`config.mk`:
```
export PLATFORM = sky130hd
export DESIGN_NAME = reg_file_param
export DESIGN_NICKNAME = d
export VERILOG_FILES = /design/src/rtl/reg_file_param.sv
export SDC_FILE = /design/constraint.sdc
export NUM_CORES = 2
export LEC_CHECK = 0
export CAP_MARGIN = 20
export CORE_UTILIZATION = 45
export DETAILED_ROUTE_END_ITERATION = 6
export GPL_ROUTABILITY_DRIVEN = 0
export REMOVE_ABC_BUFFERS = 1
export SLEW_MARGIN = 25
export SYNTH_ARGS = -nofsm -noshare
export SYNTH_HDL_FRONTEND = slang
export SYNTH_SLANG_ARGS = --single-unit
```
`constraint.sdc`:
```
create_clock -name clk -period 9.52 [get_ports clk]
set_input_delay 2.856 -clock clk [delete_from_list [all_inputs] [get_ports clk]]
set_output_delay 2.856 -clock clk [all_outputs]
set_load 0.01 [all_outputs]
```
`src/rtl/reg_file_param.sv`:
```
// reg_file_param
//   Parameterised two-read / one-write register file with a per-register
//   pending scoreboard. After reset an internal sequence clears every
//   register (one per cycle) before normal operation begins.
//
// Parameters
//   XLEN     data width in bits
//   DEPTH    number of registers (power of two, >= 2)
//   ZERO_REG when 1, index 0 reads as zero, ignores writes, never pends
//
// Ports
//   clk                 clock, rising edge
//   reset               synchronous, active-high reset
//   we, waddr, wdata    write port; a write also clears pending[waddr]
//   re                  read request for both read ports
//   raddr1, raddr2      read indices
//   alloc, alloc_addr   mark a register pending (alloc wins over a write)
//   rdata1, rdata2      registered read data, 1-cycle latency
//   pend1, pend2        registered pending status of the read indices
//   rvalid              1-cycle pulse when read outputs were updated
//   init_busy           high while the clear sequence runs
module reg_file_param #(
  parameter int XLEN     = 64,
  parameter int DEPTH    = 32,
  parameter int ZERO_REG = 1
) (
  input  logic                     clk,
  input  logic                     reset,
  input  logic                     we,
  input  logic [$clog2(DEPTH)-1:0] waddr,
  input  logic [XLEN-1:0]          wdata,
  input  logic                     re,
  input  logic [$clog2(DEPTH)-1:0] raddr1,
  input  logic [$clog2(DEPTH)-1:0] raddr2,
  input  logic                     alloc,
  input  logic [$clog2(DEPTH)-1:0] alloc_addr,
  output logic [XLEN-1:0]          rdata1,
  output logic [XLEN-1:0]          rdata2,
  output logic                     rvalid,
  output logic                     pend1,
  output logic                     pend2,
  output logic                     init_busy
);

  localparam int AW = $clog2(DEPTH);

  localparam logic [0:0] INIT = 1'b0;
  localparam logic [0:0] RUN  = 1'b1;

  logic [0:0]      state;
  logic [AW-1:0]   idx;
  logic [XLEN-1:0] regs [DEPTH];
  logic [DEPTH-1:0] pendBits;
  logic [DEPTH-1:0] pendNext;

  logic            running;
  logic            wrEn;
  logic            allocEn;
  logic            rdEn;
  logic [XLEN-1:0] rdNext1;
  logic [XLEN-1:0] rdNext2;

  // True for the hard-wired zero register.
  function automatic logic isZeroIdx(input logic [AW-1:0] a);
    return (ZERO_REG != 0) && (a == '0);
  endfunction

  // Read mux with write-first bypass; the zero register always wins.
  function automatic logic [XLEN-1:0] readPort(input logic [AW-1:0] ra,
                                               input logic          wr,
                                               input logic [AW-1:0] wa,
                                               input logic [XLEN-1:0] wd,
                                               input logic [XLEN-1:0] stored);
    if (isZeroIdx(ra))
      return '0;
    else if (wr && (wa == ra))
      return wd;
    else
      return stored;
  endfunction

  assign running   = (state == RUN);
  assign init_busy = (state == INIT);
  assign wrEn      = running && we && !isZeroIdx(waddr);
  assign allocEn   = running && alloc && !isZeroIdx(alloc_addr);
  assign rdEn      = running && re;

  // Scoreboard next state: clear on write first, then set on alloc so that
  // a same-index alloc and write leave the bit set.
  always_comb begin
    pendNext = pendBits;
    if (wrEn)
      pendNext[waddr] = 1'b0;
    if (allocEn)
      pendNext[alloc_addr] = 1'b1;
    if (ZERO_REG != 0)
      pendNext[0] = 1'b0;
  end

  always_comb begin
    rdNext1 = readPort(raddr1, wrEn, waddr, wdata, regs[raddr1]);
    rdNext2 = readPort(raddr2, wrEn, waddr, wdata, regs[raddr2]);
  end

  // Control: clear sequence and scoreboard.
  always_ff @(posedge clk) begin
    if (reset) begin
      state    <= INIT;
      idx      <= '0;
      pendBits <= '0;
    end else begin
      pendBits <= pendNext;
      if (state == INIT) begin
        idx <= idx + AW'(1);
        if (idx == AW'(DEPTH - 1))
          state <= RUN;
      end
    end
  end

  // Storage array: cleared by the INIT sequence rather than by reset.
  always_ff @(posedge clk) begin
    if (!reset) begin
      if (state == INIT)
        regs[idx] <= '0;
      else if (wrEn)
        regs[waddr] <= wdata;
    end
  end

  // Read output stage (1-cycle latency); holds when no read is issued.
  always_ff @(posedge clk) begin
    if (reset) begin
      rdata1 <= '0;
      rdata2 <= '0;
      pend1  <= 1'b0;
      pend2  <= 1'b0;
      rvalid <= 1'b0;
    end else begin
      rvalid <= rdEn;
      if (rdEn) begin
        rdata1 <= rdNext1;
        rdata2 <= rdNext2;
        pend1  <= pendNext[raddr1];
        pend2  <= pendNext[raddr2];
      end
    end
  end

endmodule

```
Word-level counts from Yosys, hierarchy flattened
Memory sizes are Yosys's and may differ from the RTL's.
Cells that the tools add are included.
{"block": "word_totals", "input_bits": 89, "output_inout_bits": 132, "reg_bits": 169, "ramBits": 2048, "wordCells": 66, "n_memories": 1}
{"memory": "regs", "depth": 32, "width": 64, "rd": 2, "rd_clocked_by_memory_dff": 0, "write_ports": 1, "line_no": "52", "rtl": "logic [XLEN-1:0] regs [DEPTH];"}
{"block": "classes", "order_cmp": 6, "n_eq_ne": 3, "bitwise_logic": 4, "n_reduce_logical": 16, "n_mux": 26, "addsub": 1}
{"op": "2-to-1 mux 64 bit", "n": 5}
{"op": "2-to-1 mux 32 bit", "n": 2}
{"op": "OR reduction 64 bit", "n": 1}
{"op": "bitwise AND 32 bit", "n": 1}
{"op": "inverter 32 bit", "n": 1}
{"op": "bitwise OR 32 bit", "n": 1}
{"op": "less-than comparator 5 x 6 -> 1 bit, second input constant", "n": 4}
{"op": "logical NOT 5 bit", "n": 4}
{"op": "2-to-1 mux 1 bit", "n": 14}
{"op": "binary-select mux 1 bit (select 5 bit)", "n": 2}
{"op": "demux 1 bit (select 5 bit)", "n": 2}
{"op": "equality test 5 bit", "n": 2}
{"op": "greater-or-equal comparator 5 x 1 -> 1 bit, second input constant", "n": 2}
{"op": "logical AND 1 bit", "n": 9}
{"op": "adder 5 x 1 -> 5 bit, second input constant", "n": 1}
{"op": "equality test 5 bit, second input constant", "n": 1}
{"op": "2-to-1 mux 5 bit", "n": 1}
{"op": "logical NOT 1 bit", "n": 2}
{"op": "inverter 1 bit", "n": 1}

Longest topological paths before layout
{"block": "logic_depth", "depth_word": 11, "mapped_depth": 10, "ltp_nobuf": 7}

Least setup slack after synthesis
OpenSTA, ideal clock, no wires.
{"block": "synth_timing", "path_kind": "input-to-reg", "startpoint": "in waddr[2]", "endpoint": "mem regs[16][0], enable pin", "path_buffers": 1, "t_arrival_ns": 7.144, "setup_slack_ns": 1.890, "path_stages": 8, "t_required_ns": 9.033, "cell_sequence": "or3_1 o311ai_1 nor2_1 clkbuf_1 nor3b_1 a31o_2 nand2_1 nor2_1"}
{"block": "synth_via", "elab_chain_len": 9, "word_cells_on_any_way": 10}
{"item": "start: declaration", "line_no": "30", "rtl": "input logic [$clog2(DEPTH)-1:0] waddr,"}
{"item": "logical NOT 5 bit", "line_no": "65", "rtl": "return (ZERO_REG != 0) && (a == '0);"}
{"item": "logical NOT 1 bit", "line_no": "84", "rtl": "assign wrEn = running && we && !isZeroIdx(waddr);"}
{"item": "logical AND 1 bit", "line_no": "84"}
{"item": "2-to-1 mux 1 bit", "line_no": "126", "rtl": "else if (wrEn)"}
{"item": "2-to-1 mux 1 bit", "line_no": "124", "rtl": "if (state == INIT)"}
{"item": "2-to-1 mux 1 bit", "line_no": "123", "rtl": "if (!reset) begin"}
{"item": "2-to-1 mux 1 bit (implied by the code)", "line_no": "127", "rtl": "regs[waddr] <= wdata;"}
{"item": "OR reduction 64 bit (no line)"}
{"item": "2-to-1 mux 5 bit (no line) or 2-to-1 mux 1 bit (tied branches)"}
{"item": "end: declaration", "line_no": "52"}
Parallel ways exist; a longest one is shown, timed or not.

Worst setup path after layout
{"block": "layout_timing", "startpoint": "in waddr[2]", "endpoint": "mem regs[2][42], enable pin"}
Same word-level chain as after synthesis.

==> metrics.csv <==
metric;value;unit
hold_sp;rdata2[10];
r2r endpoint;regs[2][42];
cell depth of the worst setup path;8;
Die Y;475.8;um
Largest stage delay, worst path;0.93;ns
# IOs;221;
critical path capture point type;flop;
Post-CTS Setup Bufs;0;
# hold bufs at CTS;0;
Max IR drop VDD;0.1588;mV
Max Slew Vio Count;0;
NumNets Final;5157;
CP dominant cell by count;nor2_4;
routed wl met3;25.51;mm
Area contributors post-synth;edfxtp_1 (61%), mux4_2 (29%), dfxtp_1 (3.3%), nand2_1 (1.0%), clkbuf_1 (0.93%);
outcome;complete, no violations;
Worst Path Buf+Inv;2;
Cell Chain, Critical Path;clkdlybuf4s50_1 > or3_1 > o311ai_1 > nor2_4 > mux2i_1 > nand2_1 > nor2_4 > buf_12;
Cells after Synth;4866;
synthesized area;0.1010;mm2
clk_lat worst skew;0.89;ns
Setup crit start kind;input pin;
final core utilization;51.69;%
PwrDens;181.7;mW/mm2
initial core utilization;45.36;%
pin count of the biggest net entering global routing;118;
number of global-route vias before repair;55960;
overall routing resource usage;27.01;%
met1 wire length;123.8;mm
via count;55100;
Setup Skew;0.06524;ns
Worst Hold Class;flop to flop;
Synth Flop Type;edfxtp_1;
CP top delay family;simple AND/OR/NAND/NOR gates;
met2 WL;145.6;mm
worst hold slack;0.4537;ns
fmax;147.7;MHz
maxcap violations;0;
cells on worst reg2reg path;7;
first-pass GRT wire length;428.4;mm
fraction of the yosys area taken by sequential cells;64.20;%
Hold Vio Cnt, Final;0;
Iter 0 DRT Violations;7089;
row count;173;
Worst Path Arrival;7.26;ns
crit path capture;regs[2][42];
Reg-to-Reg Start;running;
RSZ-0062 raised after global routing;false;
CP max-delay cell;nor2_4;
area of the die;0.2264;mm2
GR Overflow Total;0;
CP max FO;30;
root buffer cell;clkbuf_16;
top sig layer;met5;
Ys Warns;0;
Wirelength per Cell;36.64;um
Post-synth EDFFs;2048;
clock sinks;2216;
static leakage;32.10;nW
Req. time, crit path;10.01;ns
Worst-path clk slew;0.06;ns
DR pass1 iterations;6;
CP Launch Point;waddr[2];
DRC Markers;0;
worst slew pin tran;1.014;ns
maximum root-to-sink buffer count;3;
Synth area leader;edfxtp_1;
Final Routed Wirelength;302.1;mm
H-tree depth;4;
total power;0.02092;W
Port-buffer cells;220;
headroom to the max-slew limit;32.23;%
die width;475.8;um
fill count;17430;
FF-to-FF setup slack;5.43;ns
WS Path Type;input pin to flop;
Avg Vias per Cell;6.685;
CTS tree;built;
initial antenna violation count;15;
layout cells sized above 1;36.47;%
share of synthesized registers carrying an async set or reset;0;%
final antenna-violating net count;0;
setup_tns;0;ns
Distinct cells, synth;55;
Area Growth Syn to Fin;13.97;%
#FFs+latches synth;2216;
syn avg cell area;20.76;um2
CTS resizes;0;
HPWL after DPL;170.3;mm
# setup viols final;0;
Final period util;71.12;%
total CTS buffers;230;
Final Critical Period;6.771;ns
CORE AREA;0.2227;mm2
Synth top area share;60.88;%
==> Yosys cell counts (all sizes together), types with 3 or more instances <==
| cell type | number |
|---|---|
| edfxtp | 2048 |
| a211oi | 4 |
| mux2 | 40 |
| o21a | 8 |
| a21oi | 29 |
| a32oi | 4 |
| or3b | 3 |
| o211ai | 4 |
| nor2b | 14 |
| and3b | 3 |
| a31oi | 6 |
| nand2b | 4 |
| nor3b | 7 |
| nand3b | 4 |
| dfxtp | 168 |
| nand4b | 5 |
| xor2 | 8 |
| a22oi | 6 |
| inv | 4 |
| or3 | 3 |
| nand4 | 6 |
| mux2i | 50 |
| o21ai | 153 |
| nand3 | 32 |
| o31ai | 5 |
| xnor2 | 5 |
| buf | 142 |
| clkbuf | 251 |
| and2 | 66 |
| nor2 | 130 |
| a222oi | 68 |
| mux4 | 1283 |
| nand2 | 275 |
==> state kept, by name, summed over array words and instances, names as in the netlist <==
signal    cells
regs       2048
idx           5
rdata2       64
pendBits     31
running       1
rvalid        1
pend2         1
rdata1       64
pend1         1
==> cell type report <==
cell class / instances / area (um2) / share of cell area (%)
repair buffers: 361 / 4069 / 3.534
clock inverters: 138 / 1383 / 1.201
clock buffers: 293 / 6145 / 5.337
flip-flops and latches: 2216 / 64860 / 56.33
inverters: 4 / 22.52 / 0.01956
diodes: 3 / 7.507 / 0.006520
well taps: 2975 / 3722 / 3.233
multi-input cells: 2253 / 34930 / 30.33
==> report_power, final <==
part,internal [W],switching [W],total [W]
clock network,0.00516,0.00390,0.00906
registers,0.0105,0.0000267,0.0106
logic,0.000573,0.000717,0.00129
==> worst min path at each step <==
stage,to,slack [ns],cells after the start
4_1_cts,rdata1[49],0.46,2
5_1_grt,rdata1[32],0.48,2
2_1_floorplan,pendBits[17],0.47,2
6_report,rdata2[10],0.45,2
3_5_place_dp,rdata1[9],0.44,2
3_3_place_gp,rdata1[32],0.44,2
==> cells in the final DEF (no fill, tap or decap), drive strengths merged, types with 3 or more instances in the layout <==
cell type | synthesis | final
a211oi | 4 | 4
a21oi | 29 | 29
a222oi | 68 | 68
a22oi | 6 | 6
a31oi | 6 | 6
a32oi | 4 | 4
and2 | 66 | 66
and3b | 3 | 3
buf | 142 | 152
bufinv | 0 | 22
clkbuf | 251 | 293
clkdlybuf4s50 | 0 | 209
clkinv | 0 | 96
clkinvlp | 0 | 11
dfxtp | 168 | 168
diode | 0 | 3
edfxtp | 2048 | 2048
inv | 4 | 13
mux2 | 40 | 40
mux2i | 50 | 50
mux4 | 1283 | 1283
nand2 | 275 | 275
nand2b | 4 | 4
nand3 | 32 | 32
nand3b | 4 | 4
nand4 | 6 | 6
nand4b | 5 | 5
nor2 | 130 | 130
nor2b | 14 | 14
nor3b | 7 | 7
o211ai | 4 | 4
o21a | 8 | 8
o21ai | 153 | 153
o31ai | 5 | 5
or3 | 3 | 3
or3b | 3 | 3
xnor2 | 5 | 5
xor2 | 8 | 8
==> worst reg2reg max path, stage by stage (launching register included) <==
cell	delay, ns
dfxtp_1	0.31
buf_4	0.30
o311ai_1	0.32
nor2_4	0.55
mux2i_1	0.30
nand2_1	0.48
nor2_4	0.94
buf_12	0.32
==> metrics by stage <==
step                      setup slack, ns  cell area [um2]  cells
after floorplan                    0.8573            99380   4473
after global placement              1.892           107400   7803
after detailed placement            1.867           107500   7807
after CTS                           2.768           115000   8238
after global routing                2.628           115100   8242
final                               2.749           115100   8243
==> cells by family after synthesis <==
family                     after synthesis  share of synthesized area [%]
AOI/OAI and AO/OA                      298                          1.942
xor gates and xnor gates                13                         0.1127
adders and majority gates                2                        0.02477
buffers and inverters                  397                          1.639
DFF                                   2216                          64.20
muxes                                 1373                          29.54
and+or+nand+nor                        567                          2.534
==> metal layers <==
layer	global-route usage, %	vias up
met2	42.60	2686
met1	39.09	30390
met4	6.724	2
met5	0	-
li1	-	21610
met3	4.944	409
No activity file was read; power rests on OpenSTA's default activity.
